File: src/rtl/des_key_schedule_seq.sv
// Sequential DES/3DES round-key generator: rotating C/D register pair feeding PC2,
// one round key per valid/ready transfer. States: IDLE | waiting for start, RUN | streaming keys.
module des_key_schedule_seq #(
    parameter int NUM_PASSES = 3,
    parameter int ROUNDS     = 16
) (
    input  logic                        clk,
    input  logic                        rst,
    input  logic                        start,
    input  logic                        is_encrypt,
    input  logic [0:NUM_PASSES-1][0:55] key_in,
    input  logic                        abort,
    output logic                        busy,
    output logic                        key_valid,
    input  logic                        key_ready,
    output logic [0:47]                 round_key,
    output logic [3:0]                  round_idx,
    output logic [1:0]                  pass_idx,
    output logic                        done
);

    if (!(NUM_PASSES == 1 || NUM_PASSES == 3) || ROUNDS != 16) begin : g_bad_param
        $error("des_key_schedule_seq: NUM_PASSES must be 1 or 3 and ROUNDS must be 16");
    end

    localparam int         KW        = NUM_PASSES * 56;
    localparam logic [1:0] LAST_PASS = 2'(NUM_PASSES - 1);

    // PC2 source positions, 1-based from the MSB of the 56-bit C/D word
    localparam int PC2_TAB [48] = '{
        14, 17, 11, 24,  1,  5,  3, 28, 15,  6, 21, 10,
        23, 19, 12,  4, 26,  8, 16,  7, 27, 20, 13,  2,
        41, 52, 31, 37, 47, 55, 30, 40, 51, 45, 33, 48,
        44, 49, 39, 56, 34, 53, 46, 42, 50, 36, 29, 32
    };

    typedef enum logic {
        IDLE = 1'b0,
        RUN  = 1'b1
    } state_t;

    state_t          state_q, state_d;
    logic [55:0]     cd_q, cd_d;
    logic [KW-1:0]   keys_q, keys_d;
    logic            enc_q, enc_d;
    logic [3:0]      round_q, round_d;
    logic [1:0]      pass_q, pass_d;
    logic            done_q, done_d;
    logic            one_shift;

    // C occupies cd[55:28] and D cd[27:0]; MSB of each half is the spec's bit 0
    function automatic logic [55:0] rot_l(input logic [55:0] cd, input logic one);
        if (one) return {cd[54:28], cd[55], cd[26:0], cd[27]};
        return {cd[53:28], cd[55:54], cd[25:0], cd[27:26]};
    endfunction

    function automatic logic [55:0] rot_r(input logic [55:0] cd, input logic one);
        if (one) return {cd[28], cd[55:29], cd[0], cd[27:1]};
        return {cd[29:28], cd[55:30], cd[1:0], cd[27:2]};
    endfunction

    // 3DES EDE: encrypt walks K1,K2,K3 as E,D,E; decrypt walks K3,K2,K1 as D,E,D
    function automatic logic [55:0] pass_key(input logic [KW-1:0] keys, input logic enc,
                                             input logic [1:0] p);
        logic [1:0] idx;
        int         lsb;
        if (NUM_PASSES == 1) idx = 2'd0;
        else                 idx = enc ? p : 2'd2 - p;
        lsb = KW - 56 * (int'(idx) + 1);
        return keys[lsb +: 56];
    endfunction

    function automatic logic pass_dir(input logic enc, input logic [1:0] p);
        if (NUM_PASSES == 1) return enc;
        return enc ^ (p == 2'd1);
    endfunction

    function automatic logic [55:0] first_cd(input logic [55:0] key, input logic dir);
        return dir ? rot_l(key, 1'b1) : key;
    endfunction

    // Encrypt step into round r+2 and decrypt step into round r+2 both use a
    // single-bit shift exactly when the current round index is 0, 7 or 14.
    assign one_shift = round_q inside {4'd0, 4'd7, 4'd14};

    always_comb begin
        state_d = state_q;
        cd_d    = cd_q;
        keys_d  = keys_q;
        enc_d   = enc_q;
        round_d = round_q;
        pass_d  = pass_q;
        done_d  = 1'b0;
        case (state_q)
            IDLE: begin
                if (start) begin
                    state_d = RUN;
                    enc_d   = is_encrypt;
                    keys_d  = key_in;
                    round_d = 4'd0;
                    pass_d  = 2'd0;
                    cd_d    = first_cd(pass_key(key_in, is_encrypt, 2'd0),
                                       pass_dir(is_encrypt, 2'd0));
                end
            end
            RUN: begin
                if (abort) begin
                    state_d = IDLE;
                    round_d = 4'd0;
                    pass_d  = 2'd0;
                    cd_d    = '0;
                end else if (key_ready) begin
                    if (round_q == 4'd15) begin
                        if (pass_q == LAST_PASS) begin
                            state_d = IDLE;
                            round_d = 4'd0;
                            pass_d  = 2'd0;
                            cd_d    = '0;
                            done_d  = 1'b1;
                        end else begin
                            pass_d  = pass_q + 2'd1;
                            round_d = 4'd0;
                            cd_d    = first_cd(pass_key(keys_q, enc_q, pass_q + 2'd1),
                                               pass_dir(enc_q, pass_q + 2'd1));
                        end
                    end else begin
                        round_d = round_q + 4'd1;
                        cd_d    = pass_dir(enc_q, pass_q) ? rot_l(cd_q, one_shift)
                                                          : rot_r(cd_q, one_shift);
                    end
                end
            end
            default: state_d = IDLE;
        endcase
    end

    always_ff @(posedge clk or posedge rst) begin
        if (rst) begin
            state_q <= IDLE;
            cd_q    <= '0;
            keys_q  <= '0;
            enc_q   <= 1'b0;
            round_q <= 4'd0;
            pass_q  <= 2'd0;
            done_q  <= 1'b0;
        end else begin
            state_q <= state_d;
            cd_q    <= cd_d;
            keys_q  <= keys_d;
            enc_q   <= enc_d;
            round_q <= round_d;
            pass_q  <= pass_d;
            done_q  <= done_d;
        end
    end

    always_comb begin
        round_key = '0;
        for (int i = 0; i < 48; i++) begin
            round_key[i] = cd_q[56 - PC2_TAB[i]];
        end
    end

    assign busy      = (state_q == RUN);
    assign key_valid = busy;
    assign round_idx = round_q;
    assign pass_idx  = pass_q;
    assign done      = done_q;

endmodule
File: config.mk
export PLATFORM = sky130hd
export DESIGN_NAME = des_key_schedule_seq
export DESIGN_NICKNAME = d
export VERILOG_FILES = /design/src/rtl/des_key_schedule_seq.sv
export SDC_FILE = /design/constraint.sdc
export NUM_CORES = 1
export LEC_CHECK = 0
export ABC_AREA = 1
export CAP_MARGIN = 30
export CORE_MARGIN = 2
export CORE_UTILIZATION = 50
export CTS_CLUSTER_SIZE = 28
export DETAILED_ROUTE_END_ITERATION = 12
export GPL_TIMING_DRIVEN = 0
export MAX_ROUTING_LAYER = met4
export PLACE_DENSITY_LB_ADDON = 0.15
export SLEW_MARGIN = 25
export SYNTH_ARGS = -nofsm -noshare
export SYNTH_HDL_FRONTEND = slang
export SYNTH_SLANG_ARGS = --single-unit
File: constraint.sdc
create_clock -name clk -period 7.7 [get_ports clk]
set_input_delay 1.155 -clock clk [delete_from_list [all_inputs] [get_ports clk]]
set_output_delay 1.155 -clock clk [all_outputs]
set_load 0.01 [all_outputs]
== After elaboration in Yosys (flattened, before gate mapping) ==
Cells that the tools add are included.

* Flip-flop bits (word level): 233
* Output and inout bits: 57

* Add/subtract/negate cells: 7
* Multipliers: 2
* Equal/unequal tests: 9
* Shift-type cells: 2
* Multiplexer cells: 58
* Bitwise gates (word level): 3
* Reduce and logical (&&, ||, !) cells: 5

{| class="wikitable"
|+ Operator list
! operator !! count
|-
| 56-bit 2-to-1 mux || 14
|-
| 168-bit by 10-bit variable part select with 56-bit output || 2
|-
| 56-bit case mux with 2 select lines || 1
|-
| 2-bit 2-to-1 mux || 14
|-
| 1-bit 2-to-1 mux || 22
|-
| 8-bit by 9-bit subtractor with 10-bit output, first input constant || 2
|-
| 4-bit 2-to-1 mux || 4
|-
| 3-bit by 3-bit multiplier with 6-bit output, first input constant || 2
|-
| 4-bit equality test, second input constant || 2
|-
| 4-bit case mux with 2 select lines || 1
|-
| 2-bit by 1-bit adder with 3-bit output, second input constant || 2
|-
| 4-bit by 1-bit adder with 4-bit output, second input constant || 1
|-
| 2-bit by 1-bit equality test with 1-bit output, second input constant || 2
|-
| 4-bit by 3-bit equality test with 1-bit output, second input constant || 1
|-
| 4-bit zero test || 1
|-
| 2-bit case mux with 2 select lines || 1
|-
| 2-bit AND reduction || 2
|-
| 3-bit by 2-bit != test with 1-bit output, second input constant || 1
|-
| 3-bit != test, second input constant || 1
|-
| 3-bit AND reduction || 1
|-
| 3-bit nonzero test || 1
|-
| 2-bit by 1-bit adder with 2-bit output, second input constant || 1
|-
| 2-bit equality test, second input constant || 1
|-
| 2-bit != test, second input constant || 1
|-
| other kinds (4) || 5
|}

== Logic depth before layout (Yosys ltp) ==
* Depth after elaboration: 19
* Gate-level depth with buffers: 19
* Mapped depth without buffers: 15

== Worst setup path before layout ==
OpenSTA, ideal clock, no wires.

* Path type: flip-flop to flip-flop
* Start point: register pass_q[0] (netlist: pass_idx[0])
* End point: register cd_q[18]
* Library setup time: 0.121 ns
* Arrival time: 2.932 ns
* Data required time: 7.579 ns
* Path slack: 4.647 ns
* Cell stages (with the launch flop): 19
* Clock period less this slack: 3.053 ns
* Path through: dfrtp_1 -> buf_4 -> inv_2 -> buf_1 -> ha_1 -> xor2_1 -> ha_1 -> buf_2 -> inv_2 -> nand2_1 -> nand2_1 -> clkbuf_1 -> o21ai_0 -> nand4_1 -> nand3_1 -> nand2_1 -> nand2_1 -> nand2_1 -> a21oi_1

* Cells in the longest elaborated chain, start to end: 19
* Elaborated cells between the ends (all ways): 25
* Those cells by class: add/sub: 4; mul: 1; eq/ne: 3; shift: 1; mux: 14; bitwise: 2

{| class="wikitable"
|+ Ends and longest elaborated chain
! item !! line !! RTL
|-
| from (decl) || 47 || <nowiki>logic [1:0] pass_q, pass_d;</nowiki>
|-
| from (signal assigned) || 152 || <nowiki>pass_q <= pass_d;</nowiki>
|-
| 2-bit by 1-bit adder with 2-bit output || 123, 124 ||
|-
| 2-bit subtractor || 68 || <nowiki>else idx = enc ? p : 2'd2 - p;</nowiki>
|-
| 2-bit 2-to-1 mux || 68 ||
|-
| 2-bit 2-to-1 mux || 114 || <nowiki>if (pass_q == LAST_PASS) begin</nowiki>
|-
| 2-bit 2-to-1 mux || 113 || <nowiki>if (round_q == 4'd15) begin</nowiki>
|-
| 2-bit 2-to-1 mux || 112 || <nowiki>end else if (key_ready) begin</nowiki>
|-
| 2-bit 2-to-1 mux || 107 || <nowiki>if (abort) begin</nowiki>
|-
| 2-bit 2-to-1 mux || 94 || <nowiki>case (state_q)</nowiki>
|-
| [3 not listed] || - ||
|-
| 168-bit by 10-bit variable part select with 56-bit output || 70 || <nowiki>return keys[lsb +: 56];</nowiki>
|-
| 56-bit 2-to-1 mux || 54 || <nowiki>return {cd[53:28], cd[55:54], cd[25:0], cd[27:26]};</nowiki>
|-
| 56-bit 2-to-1 mux || 79 || <nowiki>return dir ? rot_l(key, 1'b1) : key;</nowiki>
|-
| 56-bit 2-to-1 mux || 114 ||
|-
| 56-bit 2-to-1 mux * || 113 ||
|-
| 56-bit 2-to-1 mux * || 112 ||
|-
| 56-bit 2-to-1 mux * || 107 ||
|-
| 56-bit case mux with 2 select lines * || 94 ||
|-
| to (signal assigned) || 140 || <nowiki>cd_q <= '0;</nowiki>
|-
| to (signal assigned) || 148 || <nowiki>cd_q <= cd_d;</nowiki>
|-
| to (decl) || 43 || <nowiki>logic [55:0] cd_q, cd_d;</nowiki>
|}

Mark *: on every way between the ends. The rest lies on a longest branch, timed or not. The select of a mux whose other input is x is not followed.
A chain may end at the register's enable or synchronous reset.

== Worst setup path after layout ==
* Start point: register pass_q[0] (netlist: pass_idx[0])
* End point: register cd_q[3]

Same word-level chain as after synthesis.

==> metrics.md <==
| Metric | Value |
|---|---|
| Setup crit end kind | register |
| Top cell type's share of synthesized area | 37.89% |
| Die Ht | 179.4 um |
| Most Crowded Layer GR | met2 |
| DRC | 0 |
| Hold_ws | 0.5063 ns |
| Synth warnings | 0 |
| Clock skew | 0.02466 ns |
| M2 GR Usage | 67.80% |
| Most frequent cells in the layout | 452 x nand2_1, 414 x nand3_1, 325 x nor2_1 |
| Final setup violation count | 0 |
| Net switching power | 3.340 mW |
| CTS resizes | 0 |
| Wire per inst | 25.47 um |
| Global-route wire length before repair | 107.1 mm |
| DRT antenna net count | 0 |
| Initial antenna violation count | 1 |
| Gpl congestion | 1.115 |
| Grt met3 use | 12.62% |
| Area leader, netlist | dfrtp_1 |
| Max Fanout on Critical Path | 13 |
| Syn Inst Count | 2199 |
| # Post-CTS Setup Buffers | 0 |
| Share of layout cells above drive strength 1 | 11.53% |
| Max VDD drop | 0.2046 mV |
| Crit path DAT | 5.27 ns |
| Root buffer cell | clkbuf_16 |
| Die ar. | 0.03220 sq mm |
| Worst-Skew Late Latency | 0.56 ns |
| Unrepaired setup endpoints after global routing | no |
| Outcome | completed |
| Pre-antenna DRT Iters | 7 |
| Commonest non-fill, non-tap cell in the layout | nand2_1 |
| Global route overflow | 0 |
| Count of hold-fix buffers inserted at cts | 0 |
| Seq cells post-synth | 233 |
| Post-DP HPWL | 57.61 mm |
| Worst Max-Slew Pin Slew | 1.033 ns |
| Syn avg cell area | 6.998 sq um |
| Starting Density | 50.57% |
| Vias in the first global route | 17047 |
| Fin nets | 2644 |
| Count of pins over their slew limit | 0 |
| Max cap viols | 0 |
| Final min period | 4.800 ns |
| Largest net degree at the start of global routing | 96 |
| CTS tree | built |
| Final hold violations | 0 |
| Post-synthesis sequential area ratio | 37.89% |
| Row count | 64 |
| CP Data Required Time | 8.17 ns |
| Initial DRC Count | 2953 |
| Crit path kind | register to register |
| Worst slew margin | 30.85% |
| Post-Synthesis Net Count | 2383 |
| CTS sink cnt | 233 |
| Final WL | 73.30 mm |
| Port-buffer cells | 230 |
| Total number of vias | 17893 |
| Sw frac | 48.00% |
| Leakage power total | 9.015 nW |
| Mapped Area | 0.01539 sq mm |
| FMAX | 0.2083 GHz |
| Int Pwr | 3.618 mW |
| Synth area leaders | dfrtp_1 38%, nand3_1 13%, nand2_1 11% |
| Core ar. | 0.03043 sq mm |
| Max clock buf depth | 3 |
| Synth unique cells | 30 |
| Clock buffer count from CTS | 27 |
| Combinational fraction of design power | 54.1% |
| Via density | 6.217 |
| Period Utilization, post-route | 62.34% |
| Overall Power | 6.958 mW |
| Synthesis-to-layout area growth | 24.77% |
| Clock share of power | 20.1% |
| Die Span X | 179.4 um |
| Reg power frac | 25.8% |
| Register clock-pin slew on the reported worst setup and hold paths | 0.06 ns |
| Hold WC Path Type | register to register |
| H-tree levels | 1 |
| Met1 GRT Util | 56.63% |
| Filler cell count | 2671 |
| PwrDens | 362.4 mW/mm^2 |
| Ports | 231 |
| Aggregate global-route resource usage | 45.58% |
| Startpoint types | register |
==> Yosys cell counts (all sizes together) <==
library cell	n
o31ai	3
buf	127
o211ai	11
mux2	108
nor2	329
a21o	1
nor3	3
nand2	454
ha	10
dfrtp	233
o22ai	1
a21oi	133
nand4	16
xor2	1
clkbuf	71
nand3	415
xnor2	2
o21ai	129
inv	152
==> final cells by class <==
| cell class | instances | area [sq um] | area share, % |
|---|---|---|---|
| buffer | 198 | 1021 | 5.317 |
| timing repair buffer | 232 | 2357 | 12.28 |
| inverter | 152 | 578.1 | 3.011 |
| clock inverter | 16 | 198.9 | 1.036 |
| multi-input combinational | 1616 | 7966 | 41.49 |
| sequential | 233 | 5831 | 30.37 |
| antenna | 2 | 5.005 | 0.02607 |
| tap | 396 | 495.5 | 2.580 |
| clock buffer | 33 | 748.2 | 3.897 |
==> power by group through the flow <==
| stage | Combinational [mW] | Clock (mW) | Sequential [mW] |
|---|---|---|---|
| 5_1_grt | 3.97 | 1.45 | 1.81 |
| 6_report | 3.76 | 1.40 | 1.79 |
| 4_1_cts | 3.58 | 1.39 | 1.77 |
| 3_5_place_dp | 3.56 | 0 | 1.79 |
| 2_1_floorplan | 2.22 | 0 | 1.68 |
| 3_3_place_gp | 3.52 | 0 | 1.78 |
==> metal layers <==
metal | up-vias | wire length (um)
met3 | 357 | 9559
met4 | 0 | 5102
met5 | - | 0
met1 | 8324 | 27230
li1 | 7715 | -
met2 | 1497 | 31410
==> path summary, 6_finish.rpt <==
check / from / end / slack [ns] / cells after the start
min reg2reg: keys_q[167]$_DFFE_PP0P_ / keys_q[167]$_DFFE_PP0P_ / 0.51 / 1
min: keys_q[167]$_DFFE_PP0P_ / keys_q[167]$_DFFE_PP0P_ / 0.51 / 1
max in group asynchronous: rst / cd_q[1]$_DFFE_PP0P_ / 5.86 / 3
max: pass_idx[0]$_DFFE_PP0P_ / cd_q[3]$_DFFE_PP0P_ / 2.90 / 17
max reg2reg: pass_idx[0]$_DFFE_PP0P_ / cd_q[3]$_DFFE_PP0P_ / 2.90 / 17
min in group asynchronous: rst / keys_q[133]$_DFFE_PP0P_ / 1.01 / 2
==> registers in the layout, summed over array words and instances, names as in the netlist <==
name and flops:
enc_q 1, done 1, keys_q 168, round_idx 4
busy 1, pass_idx 2, cd_q 56
==> critical path, stage by stage, from the launching register on <==
cell and delay [ns]:
dfrtp_1 0.45, buf_4 0.25, inv_2 0.22, buf_1 0.69
ha_1 0.37, xor2_1 0.35, ha_1 0.29, buf_2 0.20
nand2_2 0.20, inv_1 0.09, buf_2 0.24, nand2_1 0.09
nand2_1 0.06, nor3_1 0.62, nand2_1 0.11, nand3_1 0.17
nand3_1 0.10, a21oi_1 0.19
==> per-stage QoR <==
step           setup TNS [ns]  setup slack (ns)  util (%)  instances  area [sq um]
3_3_place_gp          -640.90            -2.780     59.77       2825         18190
5_1_grt                     0             2.777     63.10       2878         19200
3_5_place_dp                0             3.169     59.97       2827         18250
6_report                    0             2.900     63.10       2878         19200
4_1_cts                     0             3.160     63.08       2876         19200
2_1_floorplan               0            0.1554         -       2199         15390
==> cell families (layout without fill, tap and decap cells) <==
logic type,after synthesis,in the layout,synth area share (%)
multiplexers,108,108,7.903
XOR/XNOR,3,3,0.2196
buffers and inverters,350,631,10.34
AO/OA/AOI/OAI,278,278,9.293
adder cells (fa/ha/maj),10,10,0.8131
AND/OR/NAND/NOR,1217,1217,33.54
flip-flops,233,233,37.89
other,0,2,0
Note: power is estimated with default switching activity, not from simulation.
